**config.mk**
```make
export PLATFORM = sky130hd
export DESIGN_NAME = seq_divider
export DESIGN_NICKNAME = d
export VERILOG_FILES = /design/src/rtl/seq_divider.sv
export SDC_FILE = /design/constraint.sdc
export NUM_CORES = 1
export LEC_CHECK = 0
export ABC_CLOCK_PERIOD_IN_PS = 3600
export BUFFER_PORTS_ARGS = -buffer_cell sky130_fd_sc_hd__buf_2
export CAP_MARGIN = 20
export CORE_MARGIN = 1.5
export CORE_UTILIZATION = 45
export CTS_BUF_LIST = sky130_fd_sc_hd__clkbuf_4 sky130_fd_sc_hd__clkbuf_8 sky130_fd_sc_hd__clkbuf_16
export CTS_CLUSTER_SIZE = 12
export DETAILED_ROUTE_END_ITERATION = 16
export HOLD_SLACK_MARGIN = 0.12
export PLACE_DENSITY = 0.72
export SETUP_SLACK_MARGIN = 0.15
export SLEW_MARGIN = 20
export SYNTH_ARGS = -nofsm -noshare
export SYNTH_HDL_FRONTEND = slang
export SYNTH_SLANG_ARGS = --single-unit
export TNS_END_PERCENT = 100
```
**constraint.sdc**
```tcl
create_clock -name clock_in -period 3.6 [get_ports clock_in]
set_input_delay 0.18 -clock clock_in [delete_from_list [all_inputs] [get_ports clock_in]]
set_output_delay 0.18 -clock clock_in [all_outputs]
set_load 0.02 [all_outputs]
```
**src/rtl/seq_divider.sv**
```systemverilog
// seq_divider: iterative radix-2 restoring divider for RV32M DIV/DIVU/REM/REMU.
// One quotient bit per clock; divide-by-zero and signed overflow short-cut
// straight to DONE with the RISC-V defined result.
module seq_divider #(
  parameter int DATA_WIDTH = 32
) (
  input  logic                  clock_in,
  input  logic                  reset_in,
  input  logic                  start_in,
  input  logic [1:0]            op_in,
  input  logic [DATA_WIDTH-1:0] a_operand_in,
  input  logic [DATA_WIDTH-1:0] b_operand_in,
  output logic                  busy_out,
  output logic                  valid_out,
  output logic [DATA_WIDTH-1:0] result_out
);

  localparam int W  = DATA_WIDTH;
  localparam int CW = $clog2(W + 1);

  typedef enum logic [1:0] {IDLE, CALC, FIX, DONE} state_t;

  // Per-operation context captured at start.
  typedef struct packed {
    logic is_rem;
    logic neg_q;
    logic neg_r;
  } ctx_t;

  state_t          state, state_nxt;
  ctx_t            ctx;
  logic [W-1:0]    dvd;   // dividend shifts out MSB-first; quotient shifts in at LSB
  logic [W-1:0]    dvs;   // divisor magnitude
  logic [W-1:0]    rem;   // partial remainder
  logic [CW-1:0]   cnt;

  // Request decode (only meaningful in IDLE with start_in)
  logic         signed_op, a_neg, b_neg, div_zero, ovf, corner;
  logic [W-1:0] a_mag, b_mag, corner_res;

  assign signed_op = ~op_in[0];
  assign a_neg     = signed_op & a_operand_in[W-1];
  assign b_neg     = signed_op & b_operand_in[W-1];
  assign div_zero  = (b_operand_in == '0);
  assign ovf       = signed_op & (a_operand_in == {1'b1, {(W-1){1'b0}}})
                               & (b_operand_in == '1);
  assign corner    = div_zero | ovf;
  // Most negative value negates to itself, which is its correct unsigned magnitude.
  assign a_mag     = a_neg ? (~a_operand_in + 1'b1) : a_operand_in;
  assign b_mag     = b_neg ? (~b_operand_in + 1'b1) : b_operand_in;
  // Divide-by-zero wins over overflow (b==0 can never be all ones anyway).
  assign corner_res = op_in[1] ? (div_zero ? a_operand_in : '0)
                               : (div_zero ? '1 : a_operand_in);

  // One restoring step: shift in next dividend bit, subtract if it fits.
  logic [W:0]   partial, diff;
  logic         ge;
  logic [W-1:0] rem_nxt;

  assign partial = {rem, dvd[W-1]};
  assign diff    = partial - {1'b0, dvs};
  assign ge      = (partial >= {1'b0, dvs});
  assign rem_nxt = ge ? diff[W-1:0] : partial[W-1:0];

  // State register.
  always_ff @(posedge clock_in or negedge reset_in) begin
    if (!reset_in) state <= IDLE;
    else           state <= state_nxt;
  end

  // Next-state logic.
  always_comb begin
    state_nxt = state;
    case (state)
      IDLE: if (start_in) state_nxt = corner ? DONE : CALC;
      CALC: if (cnt == CW'(1)) state_nxt = FIX;
      FIX:  state_nxt = DONE;
      DONE: state_nxt = IDLE;
      default: state_nxt = IDLE;
    endcase
  end

  // Datapath: latch request, iterate, and load the final result.
  always_ff @(posedge clock_in or negedge reset_in) begin
    if (!reset_in) begin
      ctx        <= '0;
      dvd        <= '0;
      dvs        <= '0;
      rem        <= '0;
      cnt        <= '0;
      result_out <= '0;
    end else begin
      case (state)
        IDLE: if (start_in) begin
          ctx.is_rem <= op_in[1];
          ctx.neg_q  <= a_neg ^ b_neg;
          ctx.neg_r  <= a_neg;
          dvd        <= a_mag;
          dvs        <= b_mag;
          rem        <= '0;
          cnt        <= CW'(W);
          if (corner) result_out <= corner_res;
        end
        CALC: begin
          dvd <= {dvd[W-2:0], ge};
          rem <= rem_nxt;
          cnt <= cnt - CW'(1);
        end
        FIX: begin
          if (ctx.is_rem) result_out <= ctx.neg_r ? (~rem + 1'b1) : rem;
          else            result_out <= ctx.neg_q ? (~dvd + 1'b1) : dvd;
        end
        default: ;
      endcase
    end
  end

  // Registered status outputs, derived from the state being entered.
  always_ff @(posedge clock_in or negedge reset_in) begin
    if (!reset_in) begin
      busy_out  <= 1'b0;
      valid_out <= 1'b0;
    end else begin
      busy_out  <= (state_nxt != IDLE);
      valid_out <= (state_nxt == DONE);
    end
  end

endmodule

```
=== Yosys cells after proc, flatten, opt, wreduce, memory -nomap -nowiden ===
Index checks and enable logic that the tools add are counted.
W data, S select, Z words.

* Reduce and logical (&&, ||, !) cells: 8
* Bitwise gates (word level): 11
* Equal/unequal tests: 9
* Mux-type cells: 22
* Magnitude comparators: 1
* Add/sub/neg operators: 6

{| class="wikitable"
|+ Operators by type and width
! operator !! count
|-
| $mux W32 || 13
|-
| $pmux W32 S2 || 3
|-
| $add A32 B1 Y32 const B || 4
|-
| $not A32 Y32 || 4
|-
| $eq A32 B32 Y1 const B || 2
|-
| $ge A33 B32 Y1 || 1
|-
| $logic_not A32 Y1 || 1
|-
| $sub A32 B32 Y32 || 1
|-
| $pmux W6 S2 || 1
|-
| $pmux W2 S4 || 1
|-
| $eq A2 B2 Y1 const B || 3
|-
| $eq A6 B1 Y1 const B || 1
|-
| $mux W2 || 3
|-
| $mux W6 || 1
|-
| $reduce_bool A2 Y1 || 3
|-
| $sub A6 B1 Y6 const B || 1
|-
| $and A1 B1 Y1 || 4
|-
| $ne A2 B2 Y1 const B || 2
|-
| $reduce_and A2 Y1 || 2
|-
| $reduce_and A3 Y1 || 1
|-
| $eq A2 B1 Y1 const B || 1
|-
| $logic_not A2 Y1 || 1
|-
| $not A1 Y1 || 1
|-
| $or A1 B1 Y1 || 1
|-
| $xor A1 B1 Y1 || 1
|}

* Output and inout port bits: 34
* Bits in registers: 141

=== Longest topological paths before layout ===
* Word-level depth: 8
* Depth in mapped cells: 13
* Gate-level depth less buffers: 12

=== Worst setup path before layout ===
No wires, ideal clock.

* Kind: register -> register
* Start point: register rem[17]
* End point: register rem[18]
* Buffers on the path: 3
* Data required time: 3.467 ns
* Slack: 0.338 ns
* Data arrival time: 3.129 ns
* Library setup time: 0.133 ns
* Stages on the path, launching flop included: 12
* Cell sequence: dfrtp_1 ha_1 clkbuf_1 and2_1 nand4_1 a2111oi_0 nor4_2 or2_2 clkbuf_1 buf_1 a32oi_1 o21ai_0

* Cells in the longest elaborated chain, start to end: 3
* Elaborated cells between the ends (all ways): 4

{| class="wikitable"
|+ RTL lines
! item !! RTL line !! source
|-
| start, declared || 34 || <nowiki>logic [W-1:0] rem;</nowiki>
|-
| start signal, assigned || 106 || <nowiki>rem <= rem_nxt;</nowiki>
|-
| $sub A32 B32 Y32 / $ge A33 B32 Y1 (equally long branches) || 61, 62 ||
|-
| $mux W32 * || 63 || <nowiki>assign rem_nxt = ge ? diff[W-1:0] : partial[W-1:0];</nowiki>
|-
| $pmux W32 S2 * || 93 || <nowiki>case (state)</nowiki>
|}

Mark *: on every way between the ends. The rest lies on a longest branch, timed or not.
A chain may end at the register's enable or synchronous reset.

=== Worst setup path after layout ===
* Start point: input a_operand_in[29]
* End point: register result_out[1]

* Cells in the longest elaborated chain, start to end: 6

{| class="wikitable"
|+ RTL lines
! item !! RTL line !! source
|-
| start, declared || 11 || <nowiki>input logic [DATA_WIDTH-1:0] a_operand_in,</nowiki>
|-
| $eq A32 B32 Y1 || 45 || <nowiki>assign ovf = signed_op & (a_operand_in == {1'b1, {(W-1){1'b0}}})</nowiki>
|-
| $and A1 B1 Y1 || 45 ||
|-
| $and A1 B1 Y1 || 46 || <nowiki>& (b_operand_in == '1);</nowiki>
|-
| $or A1 B1 Y1 || 47 || <nowiki>assign corner = div_zero | ovf;</nowiki>
|-
| $ne A2 B2 Y1 (no line) || -- ||
|-
| $reduce_and A3 Y1 (no line) || -- ||
|-
| end signal, assigned || 102 || <nowiki>if (corner) result_out <= corner_res;</nowiki>
|-
| end signal, assigned || 110 || <nowiki>if (ctx.is_rem) result_out <= ctx.neg_r ? (~rem + 1'b1) : rem;</nowiki>
|-
| end signal, assigned || 111 || <nowiki>else result_out <= ctx.neg_q ? (~dvd + 1'b1) : dvd;</nowiki>
|-
| end, declared || 15 || <nowiki>output logic [DATA_WIDTH-1:0] result_out</nowiki>
|}

No other way between the ends.

==> out/metrics.csv <==
metric;value;unit
initial drt markers;1124;
commonest non-fill, non-tap cell in the layout;o21ai_0;
clock skew;11.5;ps
WP data required;3930;ps
Clk Latency, worst-skew pair;440;ps
vias in the first global route;10200;
Initial DRT Pass Iterations;6;
total gr overflow;0;
warnings from Yosys;0;
post-synth cell types;71;
Critical Path Sink;result_out[1]$_DFFE_PN0P_;
initial antenna violation count;1;
nets@finish;1585;
final core occ;54.2;%
worst min path class;in2reg;
Reg2Reg Setup Slack;370;ps
area share of the largest cell type after synthesis;32.2;%
start of the worst register-to-register path;rem[3]$_DFFE_PN0P_;
Post-Syn Instances;1370;
layout cells sized above 1;13.2;%
via/cell ratio;6.03;
CP Capture Type;register;
delay-heaviest family, CP;simple AND/OR/NAND/NOR gates;
VDD IR max;0.000480;V
Final Hold Vio Count;0;
biggest area consumer among synthesized cells;dfrtp_1;
first-pass GRT wire length;55500;µm
final period utilization;90.9;%
Setup Buffers After CTS;0;
Least-Margin Pin Slew;904;ps
# setup viols final;0;
mean post-synth cell area;8.00;µm²
Achievable Freq;305;MHz
outcome;finished clean;
max-slew violations;0;
total number of H-tree levels;4;
CTS clk-pin slew, worst paths;60;ps
PortBufs;102;
syn nets;1479;
die width;159;µm
CP bufs+invs;3;
Max-Cap Viols;0;
LEAKAGE;5.35;nW
ys flop type;dfrtp_1;
fin cells;1808;
Tmin final;3270;ps
ys async rst share;100;%
Syn Std Cell Area;11000;µm²
gr usage total;27.3;%
GPL Wtd Cong;0.944;
FF+latch count, synth;141;
largest net degree at the start of global routing;90;
Post-synth EDFFs;0;
Area Growth Syn to Fin;17.1;%
Bufs on Longest Clock Path;2;
Worst Setup Start Kind;input port;
Crit-path slowest cell;nor3b_1;
CP max FO;27;
Root Buffer;clkbuf_16;
WL per Instance;19.0;µm
number of cell rows;56;
Core Footprint;23700;µm²
TNS Setup;0;ps
CP startpoint;a_operand_in[29];
R2R depth;8;
top post-synthesis cells by area;dfrtp_1, o21ai_0, xnor2_1, xor2_1, a21oi_1;
CTS tree;built;
number of cells on the critical path;10;
CTS buffer count;17;
die area;25300;µm²
kind of critical path;in2reg;
Placed Instances;1743;
Tot Pwr;0.0129;W
Initial Utilization;46.3;%
FF-to-FF End;result_out[27]$_DFFE_PN0P_;
HPWL after DPL;25100;µm
RSZ-0062 raised after global routing;yes;
post-synthesis sequential area ratio;32.2;%
Cell Pwr Density;1010;nW/µm²
# DRC;0;
Sink Count;141;
Slew headroom;39.8;%
Worst path max stage delay;720;ps
crit-path cells;dlygate4sd3_1 > buf_2 > or3_1 > nor3b_1 > nand4_1 > o2bb2a_2 > buf_4 > nand2_1 > o211ai_1 > o21a_1;
Worst EP arrival;3600;ps
commonest non-fill, non-tap cells in the layout;o21ai_0, dfrtp_1, nand2_1;
DRT Wirelength;34400;µm
Via Count;10900;
DRT antenna net count;0;
Die Ht;159;µm
I/O pins;103;
-- where the power goes --
group,leakage (nW),internal [W],switching [W]
registers,1.69,0.00234,0.000879
clock network,0.290,0.00113,0.000713
logic,3.38,0.00321,0.00463
-- per-stage QoR --
stage	setup slack, ps	area [µm²]	hold slack [ps]
2_1_floorplan	338	11000	-116
3_3_place_gp	284	11900	291
3_5_place_dp	179	11900	307
4_1_cts	153	12800	124
5_1_grt	190	12800	146
6_report	326	12800	134
-- cells in the mapped netlist (3+ instances only) --
library cell / number
a211oi_1: 22
buf_1: 4
buf_2: 3
o21bai_1: 4
nor3_1: 27
nor4_1: 13
xnor2_1: 79
a22oi_1: 23
nor3b_1: 5
a21o_1: 23
xor2_1: 67
ha_1: 39
or3_1: 17
or2_2: 7
o21ai_0: 179
a31oi_1: 9
nand2b_1: 15
a21oi_1: 113
mux2i_1: 20
inv_1: 52
dfrtp_1: 141
o41ai_1: 17
or4_1: 13
and2_1: 7
o31ai_1: 26
nor2b_1: 12
nand4_1: 18
o21a_1: 5
clkbuf_1: 80
and3_1: 5
a32oi_1: 12
a21boi_0: 4
o22ai_1: 6
nand3_1: 22
o211ai_1: 19
nor2_1: 88
nand2_1: 135
-- routing by layer --
metal | track usage, % | wire length [µm] | vias up
li1 | - | - | 5185
met1 | 38.3 | 15600 | 5159
met2 | 41.5 | 15200 | 488
met3 | 5.78 | 2690 | 71
met4 | 9.18 | 909 | 0
met5 | 0 | 0 | -
-- cell type report --
cell class / instances / area, µm²
clock inverter: 10 / 140
multi-input combinational: 1088 / 6940
inverter: 52 / 195
fill: 2267 / 10800
timing repair buffer: 176 / 1170
sequential: 141 / 3530
tap: 319 / 399
antenna: 1 / 2.50
clock buffer: 21 / 462
-- how the worst min path moves through the flow --
stage	start	to	slack, ps	cells after the start
3_3_place_gp	reset_in	result_out[10]$_DFFE_PN0P_	290	1
2_1_floorplan	reset_in	busy_out$_DFF_PN0_	-120	0
4_1_cts	b_operand_in[8]	dvs[8]$_DFFE_PN0P_	120	3
5_1_grt	a_operand_in[3]	dvd[3]$_DFFE_PN0P_	150	3
6_report	a_operand_in[27]	dvd[27]$_DFFE_PN0P_	130	3
3_5_place_dp	reset_in	dvs[6]$_DFFE_PN0P_	310	1
-- flip-flops by register name (all words and copies together) (netlist names) --
register and cells:
dvd 32, dvs 32, rem 32, result_out 32, cnt 6, ctx 3, state 2, busy_out 1
valid_out 1
-- cells by family (layout without fill, tap and decap cells) --
logic type | count (synthesis) | in the layout | share of synthesized area (%)
xor gates and xnor gates | 146 | 146 | 11.7
AOI/OAI and AO/OA | 488 | 488 | 27.4
buffers and inverters | 141 | 259 | 4.97
and+or+nand+nor | 394 | 394 | 17.3
other | 0 | 1 | 0
muxes | 20 | 20 | 1.83
adders and majority gates | 40 | 40 | 4.63
DFF | 141 | 141 | 32.2
-- repair_timing --
| action | in CTS | in global routing |
|---|---|---|
| hold buffers | 33 | 0 |
| setup endpoints to repair | 0 | 36 |
| hold endpoints to repair | 113 | 0 |
| resized for setup | 0 | 8 |
-- worst register-to-register path, stage by stage, from the launching register on --
cell     delay [ps]
dfrtp_1         490
or4_4           560
or4_1           520
or3_1           470
or3_4           430
o31ai_4         180
xor2_1          220
a21oi_1         110
a21o_1          160
No activity file was read; power rests on OpenSTA's default activity.
